## config.mk

```make
export PLATFORM = sky130hd
export DESIGN_NAME = decode_stage
export DESIGN_NICKNAME = d
export VERILOG_FILES = /design/src/rtl/decode_stage.sv
export SDC_FILE = /design/constraint.sdc
export NUM_CORES = 1
export LEC_CHECK = 0
export BUFFER_PORTS_ARGS = -buffer_cell sky130_fd_sc_hd__buf_2
export CAP_MARGIN = 0
export CORE_MARGIN = 2
export CORE_UTILIZATION = 45
export DETAILED_ROUTE_END_ITERATION = 16
export GPL_TIMING_DRIVEN = 1
export HOLD_SLACK_MARGIN = 0.05
export MAX_ROUTING_LAYER = met4
export PLACE_DENSITY = 0.71
export SETUP_SLACK_MARGIN = 0.2
export SYNTH_ARGS = -nofsm -noshare
export SYNTH_HDL_FRONTEND = slang
export SYNTH_SLANG_ARGS = --single-unit
```

## constraint.sdc

```tcl
create_clock -name clk -period 7.1 [get_ports clk]
set_input_delay 0 -clock clk [delete_from_list [all_inputs] [get_ports clk]]
set_output_delay 0 -clock clk [all_outputs]
set_load 0.05 [all_outputs]
```

## src/rtl/decode_stage.sv

```systemverilog
// decode_stage: registered RV32I decode stage between IF and EX.
// Handles valid/ready handshakes, illegal-instruction flagging, flush,
// JAL redirect to IF and load-use bubbles.
// Optional feature: define RV32M_EN to decode the RV32M multiply/divide group.
// Instruction ID codes (id_instid), 0 = illegal:
//   1 LUI  2 AUIPC 3 JAL  4 JALR  5 BEQ  6 BNE  7 BLT  8 BGE  9 BLTU 10 BGEU
//  11 LB  12 LH   13 LW  14 LBU  15 LHU 16 SB  17 SH  18 SW
//  19 ADDI 20 SLTI 21 SLTIU 22 XORI 23 ORI 24 ANDI 25 SLLI 26 SRLI 27 SRAI
//  28 ADD 29 SUB 30 SLL 31 SLT 32 SLTU 33 XOR 34 SRL 35 SRA 36 OR 37 AND
//  38..45 MUL MULH MULHSU MULHU DIV DIVU REM REMU
module decode_stage #(
  parameter int unsigned XLEN     = 32,
  parameter int unsigned ID_W     = 8,
  parameter int unsigned LOAD_LAT = 1
) (
  input  logic            clk,
  input  logic            rst,
  input  logic            if_valid,
  output logic            if_ready,
  input  logic [31:0]     if_inst,
  input  logic [XLEN-1:0] if_pc,
  input  logic            flush,
  input  logic            ex_ready,
  output logic            id_valid,
  output logic [XLEN-1:0] id_pc,
  output logic [6:0]      id_opcode,
  output logic [4:0]      id_rs1,
  output logic [4:0]      id_rs2,
  output logic [4:0]      id_rd,
  output logic            id_rs1_vld,
  output logic            id_rs2_vld,
  output logic            id_rd_vld,
  output logic [XLEN-1:0] id_imm,
  output logic [ID_W-1:0] id_instid,
  output logic            id_illegal,
  output logic            jmp_vld,
  output logic [XLEN-1:0] jmp_target
);

  localparam logic [6:0] OP_LUI   = 7'b0110111;
  localparam logic [6:0] OP_AUIPC = 7'b0010111;
  localparam logic [6:0] OP_JAL   = 7'b1101111;
  localparam logic [6:0] OP_JALR  = 7'b1100111;
  localparam logic [6:0] OP_BR    = 7'b1100011;
  localparam logic [6:0] OP_LOAD  = 7'b0000011;
  localparam logic [6:0] OP_STORE = 7'b0100011;
  localparam logic [6:0] OP_IMM   = 7'b0010011;
  localparam logic [6:0] OP_REG   = 7'b0110011;

  typedef enum logic {S_RUN, S_STALL} state_t;

  logic [6:0]      opc;
  logic [2:0]      f3;
  logic [6:0]      f7;
  logic [XLEN-1:0] imm_i, imm_s, imm_b, imm_u, imm_j;

  assign opc   = if_inst[6:0];
  assign f3    = if_inst[14:12];
  assign f7    = if_inst[31:25];
  assign imm_i = XLEN'($signed(if_inst[31:20]));
  assign imm_s = XLEN'($signed({if_inst[31:25], if_inst[11:7]}));
  assign imm_b = XLEN'($signed({if_inst[31], if_inst[7], if_inst[30:25], if_inst[11:8], 1'b0}));
  assign imm_u = XLEN'($signed({if_inst[31:12], 12'h000}));
  assign imm_j = XLEN'($signed({if_inst[31], if_inst[19:12], if_inst[20], if_inst[30:21], 1'b0}));

  logic [5:0]      dec_num;
  logic [2:0]      dec_vld;
  logic [XLEN-1:0] dec_imm;

  // Decode the incoming word into an ID number, field-use triple and immediate
  always_comb begin
    dec_num = 6'd0;
    dec_vld = 3'b000;
    dec_imm = '0;
    case (opc)
      OP_LUI:   begin dec_num = 6'd1; dec_vld = 3'b001; dec_imm = imm_u; end
      OP_AUIPC: begin dec_num = 6'd2; dec_vld = 3'b001; dec_imm = imm_u; end
      OP_JAL:   begin dec_num = 6'd3; dec_vld = 3'b001; dec_imm = imm_j; end
      OP_JALR:  begin
        dec_num = (f3 == 3'b000) ? 6'd4 : 6'd0;
        dec_vld = 3'b101; dec_imm = imm_i;
      end
      OP_BR: begin
        case (f3)
          3'b000:  dec_num = 6'd5;
          3'b001:  dec_num = 6'd6;
          3'b100:  dec_num = 6'd7;
          3'b101:  dec_num = 6'd8;
          3'b110:  dec_num = 6'd9;
          3'b111:  dec_num = 6'd10;
          default: dec_num = 6'd0;
        endcase
        dec_vld = 3'b110; dec_imm = imm_b;
      end
      OP_LOAD: begin
        case (f3)
          3'b000:  dec_num = 6'd11;
          3'b001:  dec_num = 6'd12;
          3'b010:  dec_num = 6'd13;
          3'b100:  dec_num = 6'd14;
          3'b101:  dec_num = 6'd15;
          default: dec_num = 6'd0;
        endcase
        dec_vld = 3'b101; dec_imm = imm_i;
      end
      OP_STORE: begin
        case (f3)
          3'b000:  dec_num = 6'd16;
          3'b001:  dec_num = 6'd17;
          3'b010:  dec_num = 6'd18;
          default: dec_num = 6'd0;
        endcase
        dec_vld = 3'b110; dec_imm = imm_s;
      end
      OP_IMM: begin
        case (f3)
          3'b000:  dec_num = 6'd19;
          3'b010:  dec_num = 6'd20;
          3'b011:  dec_num = 6'd21;
          3'b100:  dec_num = 6'd22;
          3'b110:  dec_num = 6'd23;
          3'b111:  dec_num = 6'd24;
          3'b001:  dec_num = (f7 == 7'b0000000) ? 6'd25 : 6'd0;
          default: dec_num = (f7 == 7'b0000000) ? 6'd26 :
                             (f7 == 7'b0100000) ? 6'd27 : 6'd0;
        endcase
        dec_vld = 3'b101; dec_imm = imm_i;
      end
      OP_REG: begin
        if (f7 == 7'b0000000) begin
          case (f3)
            3'b000:  dec_num = 6'd28;
            3'b001:  dec_num = 6'd30;
            3'b010:  dec_num = 6'd31;
            3'b011:  dec_num = 6'd32;
            3'b100:  dec_num = 6'd33;
            3'b101:  dec_num = 6'd34;
            3'b110:  dec_num = 6'd36;
            default: dec_num = 6'd37;
          endcase
        end else if (f7 == 7'b0100000) begin
          dec_num = (f3 == 3'b000) ? 6'd29 : (f3 == 3'b101) ? 6'd35 : 6'd0;
`ifdef RV32M_EN
        end else if (f7 == 7'b0000001) begin
          dec_num = 6'd38 + 6'(f3);
`endif
        end
        dec_vld = 3'b111;
      end
      default: dec_num = 6'd0;
    endcase
  end

  logic dec_legal;
  logic id_rs1_vld_d, id_rs2_vld_d, id_rd_vld_d;
  logic [XLEN-1:0] id_imm_d;

  assign dec_legal    = (dec_num != 6'd0);
  assign id_rs1_vld_d = dec_legal & dec_vld[2];
  assign id_rs2_vld_d = dec_legal & dec_vld[1];
  assign id_rd_vld_d  = dec_legal & dec_vld[0] & (if_inst[11:7] != 5'd0);
  assign id_imm_d     = dec_legal ? dec_imm : '0;

  state_t          state_q;
  logic [2:0]      stall_cnt_q;
  logic            id_valid_q, id_rs1_vld_q, id_rs2_vld_q, id_rd_vld_q, id_illegal_q;
  logic [XLEN-1:0] id_pc_q, id_imm_q;
  logic [6:0]      id_opcode_q;
  logic [4:0]      id_rs1_q, id_rs2_q, id_rd_q;
  logic [ID_W-1:0] id_instid_q;
  logic            hazard, accept;

  // Load-use hazard: held load's rd is a source of the incoming instruction
  assign hazard = id_valid_q & ex_ready & (id_opcode_q == OP_LOAD) & ~id_illegal_q &
                  id_rd_vld_q & if_valid &
                  ((id_rs1_vld_d & (if_inst[19:15] == id_rd_q)) |
                   (id_rs2_vld_d & (if_inst[24:20] == id_rd_q)));

  assign if_ready   = ~rst & (~id_valid_q | ex_ready) & ~flush & ~hazard & (state_q == S_RUN);
  assign accept     = if_valid & if_ready;
  assign jmp_vld    = accept & (opc == OP_JAL);
  assign jmp_target = if_pc + imm_j;

  // Pipeline register and RUN/STALL control; flush overrides everything
  always_ff @(posedge clk or posedge rst) begin
    if (rst) begin
      state_q      <= S_RUN;
      stall_cnt_q  <= 3'd0;
      id_valid_q   <= 1'b0;
      id_pc_q      <= '0;
      id_opcode_q  <= 7'd0;
      id_rs1_q     <= 5'd0;
      id_rs2_q     <= 5'd0;
      id_rd_q      <= 5'd0;
      id_rs1_vld_q <= 1'b0;
      id_rs2_vld_q <= 1'b0;
      id_rd_vld_q  <= 1'b0;
      id_imm_q     <= '0;
      id_instid_q  <= '0;
      id_illegal_q <= 1'b0;
    end else if (flush) begin
      id_valid_q  <= 1'b0;
      state_q     <= S_RUN;
      stall_cnt_q <= 3'd0;
    end else if (state_q == S_STALL) begin
      stall_cnt_q <= stall_cnt_q - 3'd1;
      if (stall_cnt_q == 3'd1) state_q <= S_RUN;
    end else if (accept) begin
      id_valid_q   <= 1'b1;
      id_pc_q      <= if_pc;
      id_opcode_q  <= opc;
      id_rs1_q     <= if_inst[19:15];
      id_rs2_q     <= if_inst[24:20];
      id_rd_q      <= if_inst[11:7];
      id_rs1_vld_q <= id_rs1_vld_d;
      id_rs2_vld_q <= id_rs2_vld_d;
      id_rd_vld_q  <= id_rd_vld_d;
      id_imm_q     <= id_imm_d;
      id_instid_q  <= ID_W'(dec_num);
      id_illegal_q <= ~dec_legal;
    end else if (hazard) begin
      id_valid_q <= 1'b0;
      if (LOAD_LAT > 1) begin
        state_q     <= S_STALL;
        stall_cnt_q <= 3'(LOAD_LAT - 1);
      end
    end else if (ex_ready) begin
      id_valid_q <= 1'b0;
    end
  end

  assign id_valid   = id_valid_q;
  assign id_pc      = id_pc_q;
  assign id_opcode  = id_opcode_q;
  assign id_rs1     = id_rs1_q;
  assign id_rs2     = id_rs2_q;
  assign id_rd      = id_rd_q;
  assign id_rs1_vld = id_rs1_vld_q;
  assign id_rs2_vld = id_rs2_vld_q;
  assign id_rd_vld  = id_rd_vld_q;
  assign id_imm     = id_imm_q;
  assign id_instid  = id_instid_q;
  assign id_illegal = id_illegal_q;

endmodule
```

* Yosys cells after proc, flatten, opt, wreduce, memory -nomap -nowiden
Index checks and enable logic that the tools add are counted.
** Word-level totals
- Bits in registers :: 101
- Word-level logic and storage cells :: 104
** Operators by class
- Add/subtract/negate cells :: 2
- Eq/ne operators :: 22
- Multiplexer cells :: 27
- Bitwise gates (word level) :: 27
- Reduce and logical (&&, ||, !) cells :: 12
** Operators with widths (number)
- 32-bit case mux with 5 select lines :: 1
- 6-bit case mux with 9 select lines :: 1
- 6-bit case mux with 7 select lines :: 1
- 5-bit case mux with 7 select lines :: 1
- 32-bit adder :: 1
- 32-bit 2-to-1 mux :: 1
- 7-bit by 6-bit == test with 1-bit output, second input constant :: 4
- 6-bit 2-to-1 mux :: 4
- 4-bit case mux with 6 select lines :: 1
- 7-bit == test, second input constant :: 3
- 4-bit case mux with 5 select lines :: 1
- 1-bit AND :: 18
- 5-bit 2-to-1 mux :: 3
- 5-bit case mux with 3 select lines :: 1
- 7-bit by 2-bit == test with 1-bit output, second input constant :: 2
- 7-bit by 5-bit == test with 1-bit output, second input constant :: 2
- 3-bit == test, second input constant :: 4
- 3-bit case mux with 4 select lines :: 1
- 5-bit == test :: 2
- 3-bit 2-to-1 mux :: 3
- 1-bit 2-to-1 mux :: 8
- 7-bit logical NOT :: 1
- 1-bit NOT :: 7
- 3-bit by 1-bit == test with 1-bit output, second input constant :: 2
- other kinds (13) :: 17

* Longest topological paths before layout
Gate-level depths: netlist (run 1).
- Depth after elaboration :: 18
- Depth in mapped cells :: 13

* Least setup slack after synthesis (run 1)
No wires, ideal clock.
- Kind :: input-to-output
- From :: input port if_inst[21]
- To :: output port jmp_target[31]
- Arrival :: 3.061 ns
- Required time :: 7.100 ns
- Path slack :: 4.039 ns
- Stages :: 11
- Buffers on the path :: 0
- Cell sequence :: ha_1 -> inv_1 -> fa_1 -> nor2b_1 -> o2111a_1 -> o31ai_1 -> a21oi_1 -> o21ai_0 -> a211o_1 -> a21o_1 -> a211oi_1
** Between the ends
- Longest elaborated chain between the ends :: 1
** RTL lines
- from (decl) :: line 20 : input logic [31:0] if_inst,
- 32-bit adder :: line 182 : assign jmp_target = if_pc + imm_j;
- to (decl) :: line 37 : output logic [XLEN-1:0] jmp_target
Every way passes these cells.

* Final worst setup path (run 1)
Same ends and word-level chain as after synthesis.

==> results.md, run 1 <==
* Outcome: finished, final reports clean
* Fin. Hold Viols at 0
* Worst r2r path cells at 5
* FMAX at 269 MHz
* Via/cell ratio at 5.68
* WHS Endpoint: id_opcode[3]
* I/O Buffers at 199
* CP Cell Sequence: dlygate4sd3_1, buf_2, ha_1, inv_1, fa_1, nor2b_1, o2111a_1, o31ai_1, a21oi_1, o21ai_0, a211o_1, a211oi_1, a211oi_1, buf_2
* DIE AREA at 0.0158 mm^2
* TritonRoute pass-1 iters at 5
* Hold Worst Slack at 0.0852 ns
* Die height at 126 um
* ANT cells at 0
* Crit path launch type: input port
* Library cells used by synthesis at 72
* H-Tree Depth at 3
* Commonest cells after routing, fill and taps aside: buf_2 (199), dfrtp_1 (101), dlygate4sd3_1 (60)
* Drt first-iter violations at 422
* Max-Cap Viols at 0
* First-pass GRT wire length at 30.2 mm
* Die width at 126 um
* Fillers at 1217
* Slew HR at 36.7%
* Clock buffer depth at 2
* PD cells at 242 mW/mm^2
* Residual DRC at 0
* Most common cell after layout, fill and taps aside: buf_2
* Slew @ Worst Pin at 0.946 ns
* Cells after synthesis at 637
* Final core occ at 59.7%
* CTS tree: built
* Yosys warning count at 0
* RSZ-0062 raised after global routing: false
* Setup_tns at 0 ns
* Post-DP HPWL at 13.8 mm
* Overall power at 0.00209 W
* WP buf/inv at 4
* Starting density of the core at 46.0%
* Arrival time at the worst endpoint at 3.71 ns
* Synthesized flop and latch total at 101
* Hold Buf Count CTS at 60
* Post-CTS setup buffers at 0
* Crit path max-delay family: compound AO/OA/AOI/OAI gates
* Routed Antenna Nets at 0
* Initial antenna violation count at 1
* CP required at 7.10 ns
* Clock Sinks at 101
* Rows at 44
* Min-Delay Path Class: input port to flip-flop
* CTS root buf: clkbuf_16
* LEAKAGE at 4.16 nW
* CTS buffer count at 9
* Clock transition at the registers of the reported paths at 0.07 ns
* Largest net degree at the start of global routing at 67
* FF-to-FF Start: id_valid
* Final WL at 19.1 mm
* Total track usage at 24.5%
* Core Area at 0.0145 mm^2
* Hold Startpoint: if_valid
* Post-synth top flop: dfrtp_1
* R2R setup slack at 4.23 ns
* Post-CTS Resized at 0
* Final Slew Violations at 0
* Worst hold path stage count at 4
* Layout cells sized above 1 at 31.9%
* Final setup fails at 0
* Slowest Stage Delay on Critical Path at 0.55 ns
* Wire length per cell at 17.8 um
* Area grow syn2layout at 29.7%
* Skew-Pair Late Insertion Delay at 0.36 ns
* Vias in the first global route at 5855
* Worst Clk Skew at 0.00951 ns
* Total Nets Final at 982
* Syn_area_per_cell at 10.5 um^2
* RePlAce Congestion at 0.906
* Post-synth EDFFs at 0
* Critical path's slowest cell: o31ai_1
* Max VDD drop at 0.000164 V
* Vias at 6068
* Sequential area share after synthesis at 38.0%
* Synthesized area at 0.00666 mm^2
* Worst-path maximum fanout at 5
* Top-Level Pins at 202
* Worst R2R End: id_imm[14]
* Critical path capture point type: output pin
* Asr flop ratio synth at 100%
* Final period utilization at 52.3%
* Minimum clock period at 3.71 ns
* Remaining global-route overflow at 0
* Crit Path Class: input port to output pin
-- logic make-up after synthesis --
group / Yosys count / synth area share (%)
compound gates: 183 / 20.1
simple gates: 167 / 13.5
flops: 101 / 38.0
mux: 60 / 12.3
buf+inv: 52 / 4.47
xor+xnor: 40 / 5.26
fa+ha+maj: 33 / 6.31
other cells: 1 / 0.0563
-- layer usage --
layer  GRT usage, %  vias up  wire length, um
met5              -        -                0
met2           37.4      257             8730
li1               -     2864                -
met3           3.65       43             1190
met1           33.0     2904             8590
met4           10.1        0              548
-- power by group --
part           switching [W]  leakage, nW  internal [W]  total [W]
logic               0.000593         2.69      0.000256   0.000849
clock network       0.000237        0.165      0.000323   0.000560
registers          0.0000451         1.30      0.000640   0.000685
-- final cells by class --
cell class	instances	area [um^2]	area share (%)
clock buffer	10	239	2.77
tap	184	230	2.66
sequential	101	2530	29.3
timing repair buffer	262	1620	18.7
clock inverter	6	93.8	1.09
inverter	21	81.3	0.941
multi-input combinational	485	3850	44.5
-- sequential cells by signal, indices dropped and copies added, names as in the netlist --
| register | count |
|---|---|
| id_imm | 32 |
| id_pc | 32 |
| id_opcode | 7 |
| id_instid | 6 |
| id_rd | 5 |
| id_rs1 | 5 |
| id_rs2 | 5 |
| stall_cnt_q | 3 |
| id_illegal | 1 |
| id_rd_vld | 1 |
| id_rs1_vld | 1 |
| id_rs2_vld | 1 |
| id_valid | 1 |
| state_q | 1 |
-- worst max-delay path by stage --
stage	startpoint	endpoint	slack, ns	depth (start not counted)
final	if_inst[21]	jmp_target[31]	3.39	14
after global routing	if_inst[3]	jmp_vld	3.15	12
after CTS	if_inst[6]	jmp_vld	3.47	12
after detailed placement	if_inst[3]	id_opcode[0]	3.87	9
after global placement	if_inst[3]	id_pc[0]	3.92	9
after floorplan	if_inst[21]	jmp_target[31]	4.04	11
-- worst register-to-register path, stage by stage, from the launching register on --
cell	delay (ns)
dfrtp_1	0.41
a2111oi_0	0.74
and2_0	0.47
nand2_1	0.20
or3_1	0.68
o2bb2ai_1	0.29
-- cell usage after synthesis, types with 6 or more instances --
| cell type | count | share of area [%] |
|---|---|---|
| nor3_1 | 12 | 0.90 |
| mux2i_1 | 6 | 0.90 |
| a31oi_1 | 6 | 0.56 |
| buf_6 | 8 | 1.4 |
| nand3_1 | 11 | 0.83 |
| ha_1 | 32 | 6.0 |
| buf_4 | 9 | 1.0 |
| mux2_4 | 40 | 9.0 |
| a21o_1 | 9 | 1.0 |
| nor2b_1 | 12 | 1.1 |
| dfrtp_1 | 101 | 38 |
| o211ai_1 | 8 | 0.90 |
| mux2_1 | 13 | 2.2 |
| a211oi_1 | 13 | 1.5 |
| buf_2 | 7 | 0.53 |
| o2bb2ai_1 | 19 | 2.5 |
| a21oi_1 | 48 | 3.6 |
| nand2b_1 | 9 | 0.85 |
| clkbuf_1 | 7 | 0.39 |
| xnor2_1 | 22 | 2.9 |
| a22o_1 | 8 | 1.1 |
| xor2_1 | 18 | 2.4 |
| inv_1 | 21 | 1.2 |
| nor2_1 | 37 | 2.1 |
| o2bb2ai_2 | 10 | 2.3 |
| nand2_1 | 38 | 2.1 |
| nand4_1 | 7 | 0.66 |
| o21ai_0 | 23 | 1.7 |
-- metrics by stage --
| stage | area, um^2 | setup WS [ns] | instances |
|---|---|---|---|
| final | 8640 | 3.39 | 1069 |
| after global routing | 8640 | 3.15 | 1069 |
| after CTS | 8640 | 3.47 | 1069 |
| after detailed placement | 7710 | 3.87 | 993 |
| after global placement | 7710 | 3.92 | 993 |
| after floorplan | 6660 | 4.04 | 638 |
Note: power is estimated with default switching activity, not from simulation.
==> run 2: changes to the inputs <==
--- a/config.mk
+++ b/config.mk
@@ -13,7 +13,7 @@
 export GPL_TIMING_DRIVEN = 1
 export HOLD_SLACK_MARGIN = 0.05
 export MAX_ROUTING_LAYER = met4
-export PLACE_DENSITY = 0.71
+export PLACE_DENSITY = 0.74
 export SETUP_SLACK_MARGIN = 0.2
 export SYNTH_ARGS = -nofsm -noshare
 export SYNTH_HDL_FRONTEND = slang
==> constraint.sdc (replaced) <==
create_clock -name clk -period 3.2 [get_ports clk]
set_input_delay 0 -clock clk [delete_from_list [all_inputs] [get_ports clk]]
set_output_delay 0 -clock clk [all_outputs]
set_load 0.05 [all_outputs]
==> run 2 against run 1 <==
Worst hold slack lost 0.025 ns. Flip-flop and latch count is the same. Sequential share of layout area shrank 0.52 points. Register-to-register slack lost 3.6 ns. Via count grew 2.2%. Cell count grew 1.4%. Wire length grew 7.7%. Critical path depth shrank 2. First-iteration DRC count grew 38%. Worst setup slack lost 3.1 ns. Non-clock buffer count grew 15. Combinational power grew 130%. Critical path type unchanged. Largest cell class unchanged.
==> results.md, run 2 (synthesis results as in run 1) <==
* Outcome: finished, final reports clean
* Commonest cells after routing, fill and taps aside: buf_2 (197), dfrtp_1 (101), dlygate4sd3_1 (61)
* Final period utilization at 91.6%
* Routed Antenna Nets at 0
* TritonRoute pass-1 iters at 5
* Setup ws final at 0.269 ns
* Worst-path maximum fanout at 4
* Final WL at 20.5 mm
* Hold Worst Slack at 0.0601 ns
* Total track usage at 26.6%
* Starting density of the core at 46.0%
* Final core occ at 60.7%
* Clock share of power at 26.0%
* LEAKAGE at 4.23 nW
* Slew @ Worst Pin at 0.983 ns
* Drt first-iter violations at 581
* Setup_tns at 0 ns
* Slew HR at 34.5%
* Critical path capture point type: output pin
* Vias in the first global route at 6045
* Rows at 44
* Most common cell after layout, fill and taps aside: buf_2
* Reg area at 0.00253 mm^2
* Wire length per cell at 18.9 um
* Skew-Pair Late Insertion Delay at 0.36 ns
* Core Area at 0.0145 mm^2
* Minimum clock period at 2.93 ns
* Clock buffer depth at 2
* Cell-internal power at 0.00270 W
* Min-Delay Path Class: input port to flip-flop
* Hold Startpoint: if_inst[22]
* Worst slack, placed at 0.297 ns
* Crit path launch type: input port
* H-Tree Depth at 3
* Clock transition at the registers of the reported paths at 0.07 ns
* Psw at 0.00195 W
* Crit path launch: if_pc[10]
* Residual DRC at 0
* PD cells at 528 mW/mm^2
* Max VDD drop at 0.000309 V
* Switching Fraction at 41.9%
* RSZ-0062 raised after global routing: false
* CTS buffer count at 9
* Area grow syn2layout at 32.1%
* Largest net degree at the start of global routing at 80
* FMAX at 341 MHz
* CTS tree: built
* Layout cells sized above 1 at 33.2%
* Top-Level Pins at 202
* Crit Path Class: input port to output pin
* Die width at 126 um
* Sequential power share at 32.6%
* CP required at 3.20 ns
* Final setup fails at 0
* Remaining global-route overflow at 0
* Initial antenna violation count at 0
* Multi-input gate area at 0.00387 mm^2
* Worst Clk Skew at 0.00906 ns
* CTS root buf: clkbuf_16
* FF-to-FF Start: id_valid
* First-pass GRT wire length at 32.6 mm
* Arrival time at the worst endpoint at 2.93 ns
* Die height at 126 um
* I/O Buffers at 199
* Comb pwr share at 41.4%
* Final Slew Violations at 0
* Overall power at 0.00465 W
* Vias at 6204
* Via/cell ratio at 5.72
* Clock Sinks at 101
* DIE AREA at 0.0158 mm^2
* Fin. Hold Viols at 0
* Fillers at 1191
* Post-DP HPWL at 14.6 mm
* Max-Cap Viols at 0
* Total Nets Final at 997
* ANT cells at 0
* RePlAce Congestion at 0.896
-- run 2: per-layer routing --
layer	track usage (%)	wire [um]	up-vias
li1	-	-	2897
met1	35.9	9020	2987
met2	41.4	9690	281
met3	4.55	1410	39
met4	7.58	404	0
met5	-	0	-
-- run 2: final cells by class --
class                   instances  share of cell area [%]
clock inverters                 6                    1.07
repair buffers                277                    20.1
well taps                     184                    2.62
flip-flops and latches        101                    28.7
inverters                      21                   0.925
clock buffers                  10                    2.60
multi-input cells             485                    44.0
-- run 2: path summary, 6_finish.rpt --
check	endpoint	slack [ns]	depth (start not counted)
max reg2reg	id_imm[7]	0.61	5
min in group asynchronous	state_q	0.44	3
min reg2reg	id_pc[0]	0.49	1
min	id_imm[2]	0.06	3
max	jmp_target[30]	0.27	12
max in group asynchronous	id_pc[7]	1.96	4
-- run 2: power groups by stage --
stage                     combinational [W]  clock, W  sequential, W
after global routing                0.00202   0.00129        0.00154
after CTS                           0.00191   0.00124        0.00151
final                               0.00192   0.00121        0.00152
after detailed placement            0.00184         0        0.00154
after global placement              0.00183         0        0.00153
after floorplan                    0.000894         0        0.00204
-- run 2: what timing repair did --
action                                  4_1_cts  5_1_grt
hold endpoints to repair                    155        0
endpoints found under the setup margin        0        5
hold buffers                                 61        0
buffers inserted                              0        0
resized for setup                             0        7
-- run 2: critical path: stages --
cell	delay, ns
dlygate4sd3_1	0.55
buf_2	0.14
ha_1	0.30
and4_1	0.20
o21a_1	0.15
a31oi_2	0.30
o211ai_1	0.22
o2111ai_1	0.16
nand2_1	0.15
a221oi_1	0.32
xnor2_1	0.19
buf_4	0.24
-- run 2: through the flow --
step | cells | cell area [um^2]
2_1_floorplan | 638 | 6670
6_report | 1084 | 8790
3_5_place_dp | 1007 | 7840
5_1_grt | 1084 | 8790
4_1_cts | 1084 | 8770
3_3_place_gp | 1007 | 7840
